## src/rtl/draw_cmd_pkg.sv

```systemverilog
// Shared definitions for the draw command front end and the drawing engines.
// Holds opcode encodings, default field widths, screen limits and the bit
// offsets of the fields inside the line and circle op words.
package draw_cmd_pkg;

  localparam int COORD_W = 10;
  localparam int COLOR_W = 12;
  localparam int H_RES   = 640;
  localparam int V_RES   = 480;

  localparam logic [3:0] OP_NOP    = 4'd0;
  localparam logic [3:0] OP_LINE   = 4'd1;
  localparam logic [3:0] OP_CIRCLE = 4'd2;

  localparam int LINE_OP_W   = 4 * COORD_W + COLOR_W;
  localparam int CIRCLE_OP_W = 3 * COORD_W + COLOR_W;

  // Line op: {x0, y0, x1, y1, color}
  localparam int LINE_X0_LSB = 3 * COORD_W + COLOR_W;
  localparam int LINE_Y0_LSB = 2 * COORD_W + COLOR_W;
  localparam int LINE_X1_LSB = COORD_W + COLOR_W;
  localparam int LINE_Y1_LSB = COLOR_W;
  localparam int LINE_CL_LSB = 0;

  // Circle op: {xc, yc, r, color}
  localparam int CIRC_XC_LSB = 2 * COORD_W + COLOR_W;
  localparam int CIRC_YC_LSB = COORD_W + COLOR_W;
  localparam int CIRC_R_LSB  = COLOR_W;
  localparam int CIRC_CL_LSB = 0;

  typedef enum logic [1:0] {
    ST_HDR,
    ST_P1,
    ST_P2,
    ST_ISSUE
  } disp_state_t;

endpackage

```

## src/rtl/op_slot.sv

```systemverilog
// One-entry rts/rtr holding register for a drawing-engine op.
// Ports:
//   clk, rst_n      clock, asynchronous active-low reset
//   load, load_data write a new op (caller only loads when free is high)
//   rtr             downstream ready
//   rts, op         registered op valid and op word
//   free            slot can accept a load this cycle (empty or unloading)
module op_slot #(
  parameter int W = 8
) (
  input  logic         clk,
  input  logic         rst_n,
  input  logic         load,
  input  logic [W-1:0] load_data,
  input  logic         rtr,
  output logic         rts,
  output logic [W-1:0] op,
  output logic         free
);

  // An occupied slot that is unloading this cycle may be reloaded in the same cycle.
  assign free = ~rts | rtr;

  always_ff @(posedge clk or negedge rst_n) begin
    if (!rst_n) begin
      rts <= 1'b0;
      op  <= '0;
    end else if (load) begin
      rts <= 1'b1;
      op  <= load_data;
    end else if (rtr) begin
      rts <= 1'b0;
    end
  end

endmodule

```

## src/rtl/draw_cmd_dispatcher.sv

```systemverilog
// Command-word front end for the line and circle drawing engines.
// Assembles 3-word packets (header, P1, P2) from a 32-bit rts/rtr stream,
// range-checks coordinates and hands each op to a one-entry output slot.
// Ports:
//   clk, rst_                 clock, asynchronous active-low reset
//   in_data, in_rts, in_rtr   command word stream
//   line_op/_rts/_rtr         line engine op interface
//   circle_op/_rts/_rtr       circle engine op interface
//   busy                      packet in assembly or an output slot occupied
//   err_count                 saturating count of dropped packets
module draw_cmd_dispatcher
  import draw_cmd_pkg::*;
#(
  parameter int COORD_W   = draw_cmd_pkg::COORD_W,
  parameter int COLOR_W   = draw_cmd_pkg::COLOR_W,
  parameter int H_RES     = draw_cmd_pkg::H_RES,
  parameter int V_RES     = draw_cmd_pkg::V_RES,
  parameter int ERR_CNT_W = 8
) (
  input  logic                         clk,
  input  logic                         rst_,
  input  logic [31:0]                  in_data,
  input  logic                         in_rts,
  output logic                         in_rtr,
  output logic [4*COORD_W+COLOR_W-1:0] line_op,
  output logic                         line_rts,
  input  logic                         line_rtr,
  output logic [3*COORD_W+COLOR_W-1:0] circle_op,
  output logic                         circle_rts,
  input  logic                         circle_rtr,
  output logic                         busy,
  output logic [ERR_CNT_W-1:0]         err_count
);

  localparam logic [COORD_W-1:0] X_LIM = COORD_W'(H_RES);
  localparam logic [COORD_W-1:0] Y_LIM = COORD_W'(V_RES);

  disp_state_t state, state_n;

  logic [3:0]         hdr_op;
  logic [COLOR_W-1:0] color;
  logic [COORD_W-1:0] p1_a, p1_b, p2_a, p2_b;

  logic xfer, is_line, is_circle, in_range, pkt_ok;
  logic line_load, circle_load, line_free, circle_free, err_inc;

  // Only selected fields of the command word are meaningful.
  logic unused_in;
  assign unused_in = ^in_data;

  assign xfer      = in_rts & in_rtr;
  assign is_line   = (hdr_op == OP_LINE);
  assign is_circle = (hdr_op == OP_CIRCLE);
  // Radius is deliberately unchecked; only the centre must lie on screen.
  assign in_range  = (p1_a < X_LIM) && (p1_b < Y_LIM) &&
                     (is_circle || ((p2_a < X_LIM) && (p2_b < Y_LIM)));
  assign pkt_ok    = (is_line || is_circle) && in_range;

  always_ff @(posedge clk or negedge rst_) begin
    if (!rst_) state <= ST_HDR;
    else       state <= state_n;
  end

  always_comb begin
    state_n     = state;
    in_rtr      = (state != ST_ISSUE);
    line_load   = 1'b0;
    circle_load = 1'b0;
    err_inc     = 1'b0;
    case (state)
      ST_HDR:   if (xfer && (in_data[31:28] != OP_NOP)) state_n = ST_P1;
      ST_P1:    if (xfer) state_n = ST_P2;
      ST_P2:    if (xfer) state_n = ST_ISSUE;
      ST_ISSUE: begin
        if (!pkt_ok) begin
          err_inc = 1'b1;
          state_n = ST_HDR;
        end else if (is_line) begin
          if (line_free) begin
            line_load = 1'b1;
            state_n   = ST_HDR;
          end
        end else if (circle_free) begin
          circle_load = 1'b1;
          state_n     = ST_HDR;
        end
      end
      default:  state_n = ST_HDR;
    endcase
  end

  // Packet fields are only read in ISSUE, after all three words have landed.
  always_ff @(posedge clk) begin
    if (xfer && state == ST_HDR) begin
      hdr_op <= in_data[31:28];
      color  <= in_data[COLOR_W-1:0];
    end
    if (xfer && state == ST_P1) begin
      p1_a <= in_data[16 +: COORD_W];
      p1_b <= in_data[0 +: COORD_W];
    end
    if (xfer && state == ST_P2) begin
      p2_a <= in_data[16 +: COORD_W];
      p2_b <= in_data[0 +: COORD_W];
    end
  end

  always_ff @(posedge clk or negedge rst_) begin
    if (!rst_)                         err_count <= '0;
    else if (err_inc && !(&err_count)) err_count <= err_count + 1'b1;
  end

  op_slot #(.W(4*COORD_W+COLOR_W)) u_line_slot (
    .clk       (clk),
    .rst_n     (rst_),
    .load      (line_load),
    .load_data ({p1_a, p1_b, p2_a, p2_b, color}),
    .rtr       (line_rtr),
    .rts       (line_rts),
    .op        (line_op),
    .free      (line_free)
  );

  op_slot #(.W(3*COORD_W+COLOR_W)) u_circle_slot (
    .clk       (clk),
    .rst_n     (rst_),
    .load      (circle_load),
    .load_data ({p1_a, p1_b, p2_b, color}),
    .rtr       (circle_rtr),
    .rts       (circle_rts),
    .op        (circle_op),
    .free      (circle_free)
  );

  assign busy = (state != ST_HDR) | line_rts | circle_rts;

endmodule

```

## config.mk

```make
export PLATFORM = sky130hd
export DESIGN_NAME = draw_cmd_dispatcher
export DESIGN_NICKNAME = d
export VERILOG_FILES = /design/src/rtl/draw_cmd_pkg.sv /design/src/rtl/op_slot.sv /design/src/rtl/draw_cmd_dispatcher.sv
export SDC_FILE = /design/constraint.sdc
export NUM_CORES = 1
export LEC_CHECK = 0
export ABC_AREA = 1
export BUFFER_PORTS_ARGS = -buffer_cell sky130_fd_sc_hd__clkbuf_2
export CAP_MARGIN = 20
export CORE_ASPECT_RATIO = 1.75
export CORE_MARGIN = 1.5
export CORE_UTILIZATION = 30
export CTS_CLUSTER_DIAMETER = 100
export DETAILED_ROUTE_END_ITERATION = 8
export HOLD_SLACK_MARGIN = 0.1
export MAX_ROUTING_LAYER = met4
export REMOVE_ABC_BUFFERS = 1
export SETUP_SLACK_MARGIN = 0.5
export SLEW_MARGIN = 20
export SYNTH_ARGS = -nofsm -noshare
export SYNTH_HDL_FRONTEND = slang
export SYNTH_HIERARCHICAL = 1
export SYNTH_SLANG_ARGS = --single-unit
```

## constraint.sdc

```tcl
create_clock -name clk -period 2.2 [get_ports clk]
set_input_delay 0.22 -clock clk [delete_from_list [all_inputs] [get_ports clk]]
set_output_delay 0.22 -clock clk [all_outputs]
set_load 0.005 [all_outputs]
```

==> results.toml, run 1 <==
[clocking]
root_buffer = "clkbuf_16"
clk_pin_slew_ps = 70
cts_buffers = 17
cts_sinks = 162
cts_tree = "yes"
cts_buffer_depth = 2
clk_latency_ps = 430
h-tree-depth = 4

[placement]
dpl.hpwl_mm = 9.90
place_area_mm2 = 0.00731
place.gp.congestion = 0.775
io_buffers = 136

[run_status]
outcome = "finished clean"

[synth]
synthDistinctLibCells = 34
synth_edf_count = 56
synth_ff_type = "dfrtp_1"
yosys_warnings = 6
seq_area_frac_synth_pct = 68.2
synthArstFlopShare_pct = 65.4
netlist_instances = 581
syn_area_mm2 = 0.00635
syn_avg_cell_area_um2 = 10.9
ys_ff_latch = 162

[layout]
antenna_cells = 0
final_common_cell = "nand2_1"
final_area_mm2 = 0.00914
drive_gt1_share_pct = 43.5
area_growth_pct = 43.9
seqCellArea_mm2 = 0.00433
fin_nets = 837
layout_common_cells = "214 x nand2_1, 134 x clkbuf_2, 106 x dfrtp_1"
nFillCells = 1966
multi_input_area_mm2 = 0.00203

[setup_path]
ff2ff_path_depth = 10
setup.worst_path.end_class = "output port"
path_class = "reg2out"
cp-start-kind = "register"
rrSetupSlack_ps = 460
cp_max_fo = 4
worstPathArrival_ps = 1560
r2r-end = "u_circle_slot/op[20]$_DFFE_PN0P_"
worstPathRequired_ps = 1980
worstReg2RegStart = "p1_b[5]$_DFFE_PP_"

[power]
p_leak_uw = 0.00460
peakVddDrop_v = 0.000633
power_density_mw_per_mm2 = 943

[timing]
finalCritPeriodShare_pct = 81.0
timing_hold_violations_final = 0
fmax_ghz = 0.561
finalClockSkew_ps = 7.14
tns_ps = 0
worst_pin_slew_ps = 383
min_period_ps = 1780
setup_viol = 0
slew_violations = 0
rsz0062_at_grt = "true"
slew_headroom_pct = 74.5

[global_route]
track_usage_pct = 16.3
grt_pass1_wl_mm = 26.0
grt_max_degree = 60
overflow = 0
antenna_found_initial = 0
grt_pass1_vias = 4772

[route]
dr.pass1.iters = 4
drtIter0Drc = 224
antenna_left = 0
post-route-drc-count = 0
wl_per_cell_um = 17.1
routed_wl_mm = 18.1
dr_total_vias = 4667
vias_per_cell = 4.41

[die]
die-area_mm2 = 0.0221
coreArea_mm2 = 0.0208
pin_count = 143
initial_core_util_pct = 30.5
die_x_um = 113
fp-row-count = 70
dieHeight_um = 195

[job]
maxCapViolCount = 0

[hold_path]
hp-class = "in2async"
worst max-delay path by stage:
stage | startpoint | endpoint | slack, ps | cells after the start
global placement | p1_a[8]$_DFFE_PP_ | u_circle_slot/op[14]$_DFFE_PN0P_ | 260 | 7
global route | p2_a[7]$_DFFE_PP_ | u_line_slot/op[49]$_DFFE_PN0P_ | 330 | 12
finish | state[1]$_DFFE_PN0P_ | busy | 420 | 5
floorplan | p1_a[8]$_DFFE_PP_ | u_line_slot/op[0]$_DFFE_PN0P_ | -2290 | 7
detailed placement | p1_a[8]$_DFFE_PP_ | u_line_slot/op[3]$_DFFE_PN0P_ | 240 | 8
CTS | p1_b[5]$_DFFE_PP_ | u_line_slot/op[23]$_DFFE_PN0P_ | 360 | 10
cell families (layout without fill, tap and decap cells):
group                      Yosys count  count (layout)  synth area share (%)
buffers and inverters               44             270                  5.38
DFF                                162             162                  68.2
and+or+nand+nor                    355             355                  23.1
adders and majority gates            6               6                  1.18
AOI/OAI and AO/OA                    7               7                  1.04
xor gates and xnor gates             7               7                  1.08
synthesized netlist by cell type (2+ instances only):
master | count | area (um^2)
nand4_1 | 4 | 25.0
nor3_1 | 3 | 15.0
ha_1 | 6 | 75.1
dfrtp_1 | 106 | 2650
buf_12 | 3 | 60.1
nand2_2 | 30 | 188
nor2_1 | 17 | 63.8
xor2_1 | 4 | 35.0
buf_4 | 7 | 52.6
xnor2_1 | 2 | 17.5
nand3_1 | 5 | 25.0
nand2_1 | 287 | 1080
o21ai_2 | 2 | 17.5
inv_8 | 2 | 22.5
inv_1 | 20 | 75.1
edfxtp_1 | 56 | 1680
buf_6 | 10 | 113
through the flow:
step           power (uW)  util [%]  setup slack (ps)  hold WS [ps]  std cells
5_1_grt              9110      43.8               334           248       1059
2_1_floorplan        4720         -             -2290         -75.6        560
3_5_place_dp         5520      35.1               237           140        958
6_report             8610      43.8               418           239       1059
4_1_cts              8540      40.3               362           221       1032
3_3_place_gp         5490      35.1               265           141        958
layer usage:
metal	up-vias	wire length [um]	global-route usage, %
met4	0	480	7.41
met1	2277	7290	17.6
met5	-	0	-
met2	104	9870	28.8
li1	2260	-	-
met3	26	483	3.04
cell type report:
type | count | area share [%]
clock buffers | 18 | 4.70
repair inverters | 6 | 0.986
inverters | 23 | 1.52
well taps | 252 | 3.45
repair buffers | 209 | 18.3
multi-input cells | 375 | 22.2
flip-flops and latches | 162 | 47.4
clock inverters | 14 | 1.41
worst max-delay path, stage by stage, from the launching register on:
cell	delay [ps]
dfrtp_1	420
inv_2	100
ha_4	130
inv_2	40
or3_1	310
buf_2	140
sequential cells by signal, summed over array words and instances, names as in the netlist:
| name | count |
|---|---|
| u_line_slot/op | 52 |
| u_circle_slot/op | 42 |
| color | 12 |
| p1_a | 10 |
| p1_b | 10 |
| p2_a | 10 |
| p2_b | 10 |
| err_count | 8 |
| hdr_op | 4 |
| state | 2 |
| u_circle_slot/rts | 1 |
| u_line_slot/rts | 1 |
report_power, final:
group | total (uW) | switching [uW] | leakage (uW) | internal, uW
registers | 4060 | 377 | 0.00197 | 3680
logic | 1730 | 930 | 0.00236 | 795
clock network | 2830 | 1260 | 0.000268 | 1570
total | 8610 | 2560 | 0.00460 | 6050
what timing repair did:
action / in CTS / in global routing
pin swaps: 5 / 61
endpoints found under the hold margin: 137 / 0
setup endpoints to repair: 114 / 119
resized for setup: 25 / 115
hold buffers: 29 / 0
gates cloned: 3 / 13
buffers inserted: 10 / 14
Note: power is estimated with default switching activity, not from simulation.
==> inputs of run 2 (changes only) <==
ABC_AREA = 0   (was 1)
clock period = 1.5 ns   (was 2.2 ns; I/O delays follow)
==> results.toml, run 2 <==
[run_status]
outcome = "finished, violations left"
failed_checks = "setup timing"

[job]
maxCapViolCount = 0

[setup_path]
worstPathArrival_ps = 2440
setup.worst_path.end_class = "register"
ff2ff_path_depth = 5
worstPathRequired_ps = 1810
cp_num_cells = 5
crit_family = "simple AND/OR/NAND/NOR gates"
cp-start-kind = "register"
path_class = "reg2reg"
max_stage_delay_ps = 580
cp_max_fo = 19
slowest_stage = "or4b_4"
cp_cell_sequence = "or4b_4, nor4_4, buf_6, buf_12, mux2_2"
rrSetupSlack_ps = -630
cp_num_buf_inv = 2

[layout]
area_growth_pct = 57.2
top_regs = "u_line_slot/op (52), u_circle_slot/op (42), color (12)"
final_common_cell = "buf_4"
layout_common_cells = "138 x buf_4, 132 x clkbuf_2, 106 x dfrtp_1"
drive_gt1_share_pct = 67.0
final_util_pct = 48.3
antenna_cells = 0
largest_reg_flops = 52
layout.cells.non_filler = 952
top_register = "u_line_slot/op"
fin_nets = 730

[power]
p_leak_uw = 0.00487
peakVddDrop_v = 0.000961
power_density_mw_per_mm2 = 1530

[route]
vias_per_cell = 4.38
routed_wl_mm = 17.1
dr_total_vias = 4170
wl_per_cell_um = 18.0
dr.pass1.iters = 4
antenna_left = 0
post-route-drc-count = 0
drtIter0Drc = 126

[timing]
tns_ps = -57080
timing.final.ws_setup_ps = -627
rsz0062_at_grt = "true"
finalCritPeriodShare_pct = 142
slew_headroom_pct = 67.1
worst_pin_slew_ps = 491
setup_viol = 142
slew_violations = 0
min_period_ps = 2130
timing_hold_violations_final = 0
finalClockSkew_ps = 9.49
fmax_ghz = 0.470

[synth]
yosysMostFrequentCell = "dfrtp_1"
seq_area_frac_synth_pct = 67.4
synth_commonest_cells = "106 x dfrtp_1, 90 x mux2_4, 56 x edfxtp_1"
yosysTopAreaCell = "dfrtp_1"
synthArstFlopShare_pct = 65.4
synth_ff_type = "dfrtp_1"
ys_ff_latch = 162
netlist_instances = 333
yosys.area.top_type_share_pct = 41.3
syn_avg_cell_area_um2 = 19.3
synth_edf_count = 56
syn_area_mm2 = 0.00643
yosys_warnings = 6
synth_area_leaders = "dfrtp_1 41%, edfxtp_1 26%, mux2_4 21%"
synthDistinctLibCells = 31

[clocking]
root_buffer = "clkbuf_16"
cts_sinks = 162
cts_buffer_depth = 2
cts_tree = "yes"
clk_pin_slew_ps = 60
clk_latency_ps = 420
h-tree-depth = 4
cts_buffers = 17

[global_route]
overflow = 0
antenna_found_initial = 0
grt_pass1_wl_mm = 25.3
track_usage_pct = 15.9
grt_pass1_vias = 4478
grt_max_degree = 46

[die]
die_x_um = 114
pin_count = 143
die-area_mm2 = 0.0224
initial_core_util_pct = 30.7
coreArea_mm2 = 0.0209
dieHeight_um = 197
fp-row-count = 70

[placement]
io_buffers = 136
place.gp.congestion = 0.786
dp.cells = 770
dpl.hpwl_mm = 10.6

[hold_path]
hold_depth = 3
hp-class = "in2reg"
[run 2: metal layers]
metal	GRT usage (%)	up-vias	part of all wire, %
met4	7.55	0	3.1
li1	-	1933	-
met5	-	-	0
met3	2.95	26	2.2
met2	28.8	100	58
met1	16.3	2111	37
[run 2: cell families (layout without fill, tap and decap cells)]
logic type	after synthesis	in the layout	synth area share [%]
AO/OA/AOI/OAI	14	14	1.89
adder cells (fa/ha/maj)	6	6	1.17
buffers and inverters	16	383	3.44
flip-flops	162	162	67.4
AND/OR/NAND/NOR	30	30	2.72
multiplexers	98	98	22.4
XOR/XNOR	7	7	0.954
[run 2: worst register-to-register path, delay by kind of cell, from the launching register on]
kind / cells / cell delay (ps)
and+or+nand+nor: 2 / 880
DFF: 1 / 400
muxes: 1 / 360
buffers and inverters: 2 / 380
[run 2: path summary, 6_finish.rpt]
path                                           from                          endpoint
worst max register to register  hdr_op[2]$_DFFE_PP_    u_line_slot/op[49]$_DFFE_PN0P_
min in group asynchronous                      rst_   u_circle_slot/op[5]$_DFFE_PN0P_
worst min-delay path                     circle_rtr     u_circle_slot/rts$_DFFE_PN0P_
worst min register to register    p2_a[1]$_DFFE_PP_    u_line_slot/op[23]$_DFFE_PN0P_
max in group asynchronous                      rst_  u_circle_slot/op[40]$_DFFE_PN0P_
worst max-delay path            hdr_op[2]$_DFFE_PP_    u_line_slot/op[49]$_DFFE_PN0P_
[run 2: power breakdown]
group          total, uW  internal (uW)  switching, uW
Clock               4340           2590           1750
Sequential          6090           5560            534
Combinational       5010           3180           1830
[run 2: final cells by class]
class / instances / area (um^2)
clock buffer: 23 / 510
clock inverter: 9 / 92.6
fill: 1760 / 10800
inverter: 5 / 28.8
multi-input combinational: 155 / 2040
sequential: 162 / 4330
tap: 252 / 315
timing repair buffer: 346 / 2780
[run 2: per-stage QoR]
stage                     setup WS (ps)  total power, uW  hold WS, ps  instance area, um^2
final                              -627            15400          102                10100
after global routing               -667            16200          121                10100
after floorplan                   -8370             7550         -146                 6230
after CTS                          -633            15100         62.6                 9620
after global placement             -541             9270         92.7                 7810
after detailed placement           -712             9390          105                 7810
[run 2: what timing repair did]
| item | 4_1_cts | 5_1_grt |
|---|---|---|
| resized for setup | 61 | 23 |
| cloned | 7 | 1 |
| endpoints found under the setup margin | 268 | 268 |
| buffers inserted | 70 | 45 |
| endpoints found under the hold margin | 163 | 0 |
| pin swaps | 11 | 12 |
| hold buffers | 27 | 0 |
